===== config.mk =====
export PLATFORM = sky130hd
export DESIGN_NAME = hazard_ctrl
export DESIGN_NICKNAME = d
export VERILOG_FILES = /design/src/rtl/hazard_pkg.sv /design/src/rtl/fwd_unit.sv /design/src/rtl/hazard_ctrl.sv
export SDC_FILE = /design/constraint.sdc
export NUM_CORES = 1
export LEC_CHECK = 0
export CORE_ASPECT_RATIO = 1.75
export CORE_MARGIN = 4
export CORE_UTILIZATION = 40
export CTS_CLUSTER_DIAMETER = 50
export DETAILED_ROUTE_END_ITERATION = 8
export PLACE_DENSITY = 0.74
export SLEW_MARGIN = 20
export SYNTH_ARGS = -nofsm -noshare
export SYNTH_HDL_FRONTEND = slang
export SYNTH_HIERARCHICAL = 1
export SYNTH_SLANG_ARGS = --single-unit

===== constraint.sdc =====
create_clock -name clk -period 1.8 [get_ports clk]
set_input_delay 0.18 -clock clk [delete_from_list [all_inputs] [get_ports clk]]
set_output_delay 0.18 -clock clk [all_outputs]
set_load 0.1 [all_outputs]

===== src/rtl/hazard_pkg.sv =====
// Shared definitions for the pipeline sequencing controller and the control unit:
// controller states, forwarding selects and MIPS opcodes.
package hazard_pkg;

    typedef enum logic {
        RUN      = 1'b0,
        MEM_WAIT = 1'b1
    } hz_state_t;

    localparam logic [1:0] FWD_REG = 2'b00;
    localparam logic [1:0] FWD_WB  = 2'b01;
    localparam logic [1:0] FWD_MEM = 2'b10;

    localparam logic [5:0] R_FORMAT = 6'b000000;
    localparam logic [5:0] ADDIU    = 6'b001001;
    localparam logic [5:0] LW       = 6'b100011;
    localparam logic [5:0] SW       = 6'b101011;
    localparam logic [5:0] BEQ      = 6'b000100;
    localparam logic [5:0] J        = 6'b000010;

endpackage


===== src/rtl/fwd_unit.sv =====
// EX-stage forwarding comparator: selects the freshest producer of each ALU operand.
// A younger MEM-stage result always shadows an older WB-stage result.
module fwd_unit
    import hazard_pkg::*;
#(
    parameter int AW = 5
) (
    input  logic [AW-1:0] ex_rs,
    input  logic [AW-1:0] ex_rt,
    input  logic [AW-1:0] mem_rd,
    input  logic          mem_regwrite,
    input  logic [AW-1:0] wb_rd,
    input  logic          wb_regwrite,
    output logic [1:0]    fwd_a,
    output logic [1:0]    fwd_b
);

    // Register 0 is hardwired to zero, so a write to it never forwards.
    function automatic logic [1:0] fwd_sel(input logic [AW-1:0] src);
        logic [1:0] sel;
        sel = FWD_REG;
        if (mem_regwrite && (mem_rd != '0) && (mem_rd == src)) begin
            sel = FWD_MEM;
        end else if (wb_regwrite && (wb_rd != '0) && (wb_rd == src)) begin
            sel = FWD_WB;
        end
        return sel;
    endfunction

    always_comb begin
        fwd_a = fwd_sel(ex_rs);
        fwd_b = fwd_sel(ex_rt);
    end

endmodule


===== src/rtl/hazard_ctrl.sv =====
// Pipeline sequencing controller: load-use bubbles, branch/jump flushes, operand
// forwarding, data-memory handshake freeze and saturating stall/flush counters.
module hazard_ctrl
    import hazard_pkg::*;
#(
    parameter int AW       = 5,
    parameter int WAIT_MAX = 15,
    parameter int CNT_W    = 16
) (
    input  logic             clk,
    input  logic             rst,
    input  logic [AW-1:0]    id_rs,
    input  logic [AW-1:0]    id_rt,
    input  logic             id_uses_rt,
    input  logic             id_jump,
    input  logic [AW-1:0]    ex_rs,
    input  logic [AW-1:0]    ex_rt,
    input  logic [AW-1:0]    ex_rd,
    input  logic             ex_memread,
    input  logic             ex_branch_taken,
    input  logic [AW-1:0]    mem_rd,
    input  logic             mem_regwrite,
    input  logic             mem_memread,
    input  logic             mem_memwrite,
    input  logic [AW-1:0]    wb_rd,
    input  logic             wb_regwrite,
    input  logic             dmem_ack,
    output logic             dmem_req,
    output logic             pc_we,
    output logic             ifid_we,
    output logic             stage_en,
    output logic             ifid_flush,
    output logic             idex_bubble,
    output logic [1:0]       fwd_a,
    output logic [1:0]       fwd_b,
    output logic             mem_err,
    output logic [CNT_W-1:0] stall_cnt,
    output logic [CNT_W-1:0] flush_cnt
);

    localparam int WCW = $clog2(WAIT_MAX + 1);

    hz_state_t        state_q, state_d;
    logic [WCW-1:0]   wait_cnt_q, wait_cnt_d;
    logic             mem_err_q, mem_err_d;
    logic [CNT_W-1:0] stall_cnt_q, stall_cnt_d;
    logic [CNT_W-1:0] flush_cnt_q, flush_cnt_d;

    logic       mem_acc;
    logic       req;
    logic       freeze;
    logic       load_use;
    logic [1:0] fwd_a_raw;
    logic [1:0] fwd_b_raw;

    function automatic logic [CNT_W-1:0] sat_inc(input logic [CNT_W-1:0] v, input logic en);
        logic [CNT_W-1:0] r;
        r = v;
        if (en && (v != '1)) begin
            r = v + 1'b1;
        end
        return r;
    endfunction

    assign mem_acc = mem_memread | mem_memwrite;

    assign load_use = ex_memread && (ex_rd != '0) &&
                      ((ex_rd == id_rs) || (id_uses_rt && (ex_rd == id_rt)));

    fwd_unit #(
        .AW(AW)
    ) u_fwd (
        .ex_rs        (ex_rs),
        .ex_rt        (ex_rt),
        .mem_rd       (mem_rd),
        .mem_regwrite (mem_regwrite),
        .wb_rd        (wb_rd),
        .wb_regwrite  (wb_regwrite),
        .fwd_a        (fwd_a_raw),
        .fwd_b        (fwd_b_raw)
    );

    // Handshake FSM: an ack always releases, even on the cycle the timeout would fire.
    always_comb begin
        state_d    = state_q;
        wait_cnt_d = wait_cnt_q;
        mem_err_d  = mem_err_q;
        req        = 1'b0;
        freeze     = 1'b0;
        unique case (state_q)
            RUN: begin
                req = mem_acc;
                if (mem_acc && !dmem_ack) begin
                    freeze     = 1'b1;
                    state_d    = MEM_WAIT;
                    wait_cnt_d = '0;
                end
            end
            MEM_WAIT: begin
                req = 1'b1;
                if (dmem_ack) begin
                    state_d    = RUN;
                    wait_cnt_d = '0;
                end else if (wait_cnt_q == WCW'(WAIT_MAX)) begin
                    req        = 1'b0;
                    mem_err_d  = 1'b1;
                    state_d    = RUN;
                    wait_cnt_d = '0;
                end else begin
                    freeze     = 1'b1;
                    wait_cnt_d = wait_cnt_q + 1'b1;
                end
            end
            default: begin
                state_d    = RUN;
                wait_cnt_d = '0;
            end
        endcase
    end

    // A frozen pipeline holds branch/load conditions; they are acted on after release.
    always_comb begin
        dmem_req    = req;
        pc_we       = 1'b1;
        ifid_we     = 1'b1;
        stage_en    = 1'b1;
        ifid_flush  = 1'b0;
        idex_bubble = 1'b0;
        fwd_a       = fwd_a_raw;
        fwd_b       = fwd_b_raw;
        if (rst) begin
            dmem_req = 1'b0;
            pc_we    = 1'b0;
            ifid_we  = 1'b0;
            stage_en = 1'b0;
            fwd_a    = FWD_REG;
            fwd_b    = FWD_REG;
        end else if (freeze) begin
            pc_we    = 1'b0;
            ifid_we  = 1'b0;
            stage_en = 1'b0;
        end else if (ex_branch_taken) begin
            ifid_flush  = 1'b1;
            idex_bubble = 1'b1;
        end else if (id_jump) begin
            ifid_flush = 1'b1;
        end else if (load_use) begin
            pc_we       = 1'b0;
            ifid_we     = 1'b0;
            idex_bubble = 1'b1;
        end
    end

    always_comb begin
        stall_cnt_d = sat_inc(stall_cnt_q, !pc_we);
        flush_cnt_d = sat_inc(flush_cnt_q, ifid_flush);
    end

    always_ff @(posedge clk) begin
        if (rst) begin
            state_q     <= RUN;
            wait_cnt_q  <= '0;
            mem_err_q   <= 1'b0;
            stall_cnt_q <= '0;
            flush_cnt_q <= '0;
        end else begin
            state_q     <= state_d;
            wait_cnt_q  <= wait_cnt_d;
            mem_err_q   <= mem_err_d;
            stall_cnt_q <= stall_cnt_d;
            flush_cnt_q <= flush_cnt_d;
        end
    end

    assign mem_err   = mem_err_q;
    assign stall_cnt = stall_cnt_q;
    assign flush_cnt = flush_cnt_q;

endmodule


==> results.sh <==
export IMPL_grt_pass1_vias=2733
export IMPL_effective_utilization_at_floorplan_pct=41.1
export IMPL_antenna_diode_count=0
export IMPL_drv_max_cap_violation_count=0
export IMPL_ir_drop_mv=0.498
export IMPL_detail_placement_hpwl_um=5840
export IMPL_max_slew_margin_pct=62.2
export IMPL_max_clock_path_buffers=2
export IMPL_vias=2616
export IMPL_timing_setup_critical_path_class="flip-flop to output port"
export IMPL_path_clk_slew_ns=0.08
export IMPL_floorplan_die_width_um=65.0
export IMPL_yosys_top_cells_count="dfxtp_1 (38), xnor2_1 (32), a21oi_1 (24), nor2_1 (24), o21ai_0 (21)"
export IMPL_place_ws_ns=-0.459
export IMPL_ys_types=40
export IMPL_rsz0062_at_grt="true"
export IMPL_grt_util_all_layers_pct=22.0
export IMPL_tritoncts="yes"
export IMPL_setup_tns_final_ns=-1.65
export IMPL_place_port_buffers=88
export IMPL_synth_top_cell_area_share_pct=33.4
export IMPL_post_synthesis_instance_area_mm2=0.00228
export IMPL_first_iter_violations=35
export IMPL_die_height_um=108
export IMPL_finalHoldViolCount=0
export IMPL_final_min_period_over_clock_period_pct=109
export IMPL_synth_top_cells_by_area="dfxtp_1 (33%), xnor2_1 (12%), or3_1 (5.5%)"
export IMPL_hold_sp="rst"
export IMPL_worst_endpoint_required_ns=1.62
export IMPL_timing_worst_slew_pin_value_ns=0.567
export IMPL_netlist_instances=281
export IMPL_pin_count=89
export IMPL_synth_nets=330
export IMPL_cts_hold_repair_buffers=0
export IMPL_max_clock_freq_mhz=508
export IMPL_cts_made_buffers=5
export IMPL_worst_reg2reg_startpoint="wait_cnt_q[1]"
export IMPL_async_flop_share_pct=0
export IMPL_die_area_mm2=0.00701
export IMPL_fin_nets=476
export IMPL_worst_slack_ns=-0.167
export IMPL_avgRoutedWirePerCell_um=15.3
export IMPL_finalPower_mw=2.19
export IMPL_syn_avg_cell_area_um2=8.10
export IMPL_grt_antenna_before_repair=0
export IMPL_yosysMostFrequentCell="dfxtp_1"
export IMPL_postSynthRegisterBits=38
export IMPL_ant_nets_after_route=0
export IMPL_flow_area_growth_from_synthesis_pct=79.0
export IMPL_setup_violations=25
export IMPL_ctsHtreeMaxLevel=2
export IMPL_regToRegSetupSlack_ns=-0.15
export IMPL_cp_max_fo=4
export IMPL_insertion_delay_ns=0.30
export IMPL_detail_route_wirelength_um=7730
export IMPL_clock_skew_ns=0.00884
export IMPL_synthesis_warnings=6
export IMPL_grt_first_pass_wirelength_um=12000
export IMPL_grt_start_max_net_pins=44
export IMPL_synth_edf_count=0
export IMPL_area_of_the_core_mm2=0.00554
export IMPL_timing_hold_worst_class="primary input to flip-flop"
export IMPL_hold_end="stall_cnt[1]"
export IMPL_arrival_ns=1.79
export IMPL_tritoncts_num_sinks=38
export IMPL_timing_hold_worst_path_depth=3
export IMPL_violations="setup timing"
export IMPL_via_per_inst=5.19
export IMPL_postSynth_topFlopCell="dfxtp_1"
export IMPL_critical_path_startpoint_type="flip-flop"
export IMPL_drv_slew=0
export IMPL_finalCriticalPeriod_ns=1.97
export IMPL_first_pass_iters=4
export IMPL_place_congestion=0.800
export IMPL_layout_drive_gt1_share_pct=39.0
export IMPL_cts_root_buffer="clkbuf_8"
export IMPL_reg2reg_to="flush_cnt[8]"
export IMPL_drc_violations_left=0
export IMPL_ys_seq_area_share_pct=33.4
export IMPL_reg2reg_depth=8
export IMPL_grt_overflow_total=0
export IMPL_power_density_mw_per_mm2=538
export IMPL_worstSetupEndpointType="output port"
export IMPL_status="finished, violations left"
export IMPL_synth_area_leader_cell="dfxtp_1"
export IMPL_power_leakage_nw=1.63
export IMPL_num_rows=36
[critical path, cell delays in order (launching register included)]
cell and delay (ns):
dfxtp_2 0.36, ha_4 0.15, nand3_4 0.07, a221oi_4 0.32, buf_6 0.15, a21boi_4 0.23
buf_12 0.20
[flip-flops by register name, indices dropped and copies added, names as in the netlist]
| register | cells |
|---|---|
| state_q | 1 |
| mem_err | 1 |
| wait_cnt_q | 4 |
| stall_cnt | 16 |
| flush_cnt | 16 |
[metal layers]
layer / routed length [um] / share of wire, % / track usage [%] / vias to the layer above
met5: 0 / 0 / 0 / -
met4: 286 / 3.7 / 11.0 / 0
met3: 356 / 4.6 / 4.39 / 21
met2: 4460 / 58 / 43.4 / 78
met1: 2630 / 34 / 20.4 / 1218
li1: - / - / - / 1299
[cell families (layout without fill, tap and decap cells)]
kind of cell / count (synthesis) / after routing / synth area share, %
xor+xnor: 40 / 40 / 15.4
mux: 3 / 3 / 1.32
flops: 38 / 38 / 33.4
buf+inv: 17 / 164 / 3.41
simple gates: 125 / 125 / 30.0
fa+ha+maj: 3 / 3 / 1.65
compound gates: 55 / 55 / 14.8
[report_power, final]
group          total (mW)  leakage, nW  switching, mW  internal, mW
Sequential          0.868        0.311         0.0120         0.856
Combinational       0.688         1.27          0.393         0.295
Clock               0.634       0.0472          0.326         0.308
[cell type report]
cell class | instances | area [um2]
clock buffers | 6 | 82.6
inverters | 7 | 26.3
clock inverters | 2 | 12.5
repair buffers | 149 | 1380
fillers | 446 | 1470
flip-flops and latches | 38 | 771
well taps | 76 | 95.1
multi-input cells | 226 | 1710
[stage by stage]
| stage | cells | utilization (%) | cell area, um2 | hold WS (ns) |
|---|---|---|---|---|
| 5_1_grt | 504 | 73.5 | 4070 | 0.513 |
| 2_1_floorplan | 281 | - | 2430 | 0.440 |
| 3_3_place_gp | 491 | 68.7 | 3800 | 0.461 |
| 4_1_cts | 503 | 72.2 | 4000 | 0.471 |
| 3_5_place_dp | 491 | 68.7 | 3800 | 0.485 |
| 6_report | 504 | 73.5 | 4070 | 0.489 |
[how the worst max path moves through the flow]
stage                  start           end  slack (ns)
6_report       wait_cnt_q[1]       ifid_we       -0.17
5_1_grt        wait_cnt_q[1]  flush_cnt[8]       -0.25
4_1_cts        wait_cnt_q[1]         pc_we       -0.18
3_5_place_dp       mem_rd[4]      fwd_a[0]       -0.46
3_3_place_gp        ex_rd[2]  stall_cnt[1]       -0.42
2_1_floorplan  wait_cnt_q[1]         pc_we       -1.07
[cells in the final DEF, fill, tap and decap left out, drive strengths merged, types with 2 or more instances in the layout]
cell             n
nor2            24
and4             5
xor2             8
xnor2           32
or2              2
nor3             8
nor4             5
ha               3
inv              7
clkdlybuf4s50   25
nor2b            7
a21oi           24
or3             20
clkbuf           6
dfxtp           38
o21ai           23
dlygate4sd2     15
and2             2
or4              3
nand2           12
and3             8
nand3           20
buf            108
nand4            7
mux2i            3
[what timing repair did]
item / CTS / global route
endpoints found under the setup margin: 35 / 38
buffers inserted: 4 / 2
pin swaps: 13 / 4
gates resized for setup: 53 / 12
gates cloned: 0 / 0
Power figures use the tool's default switching activity.
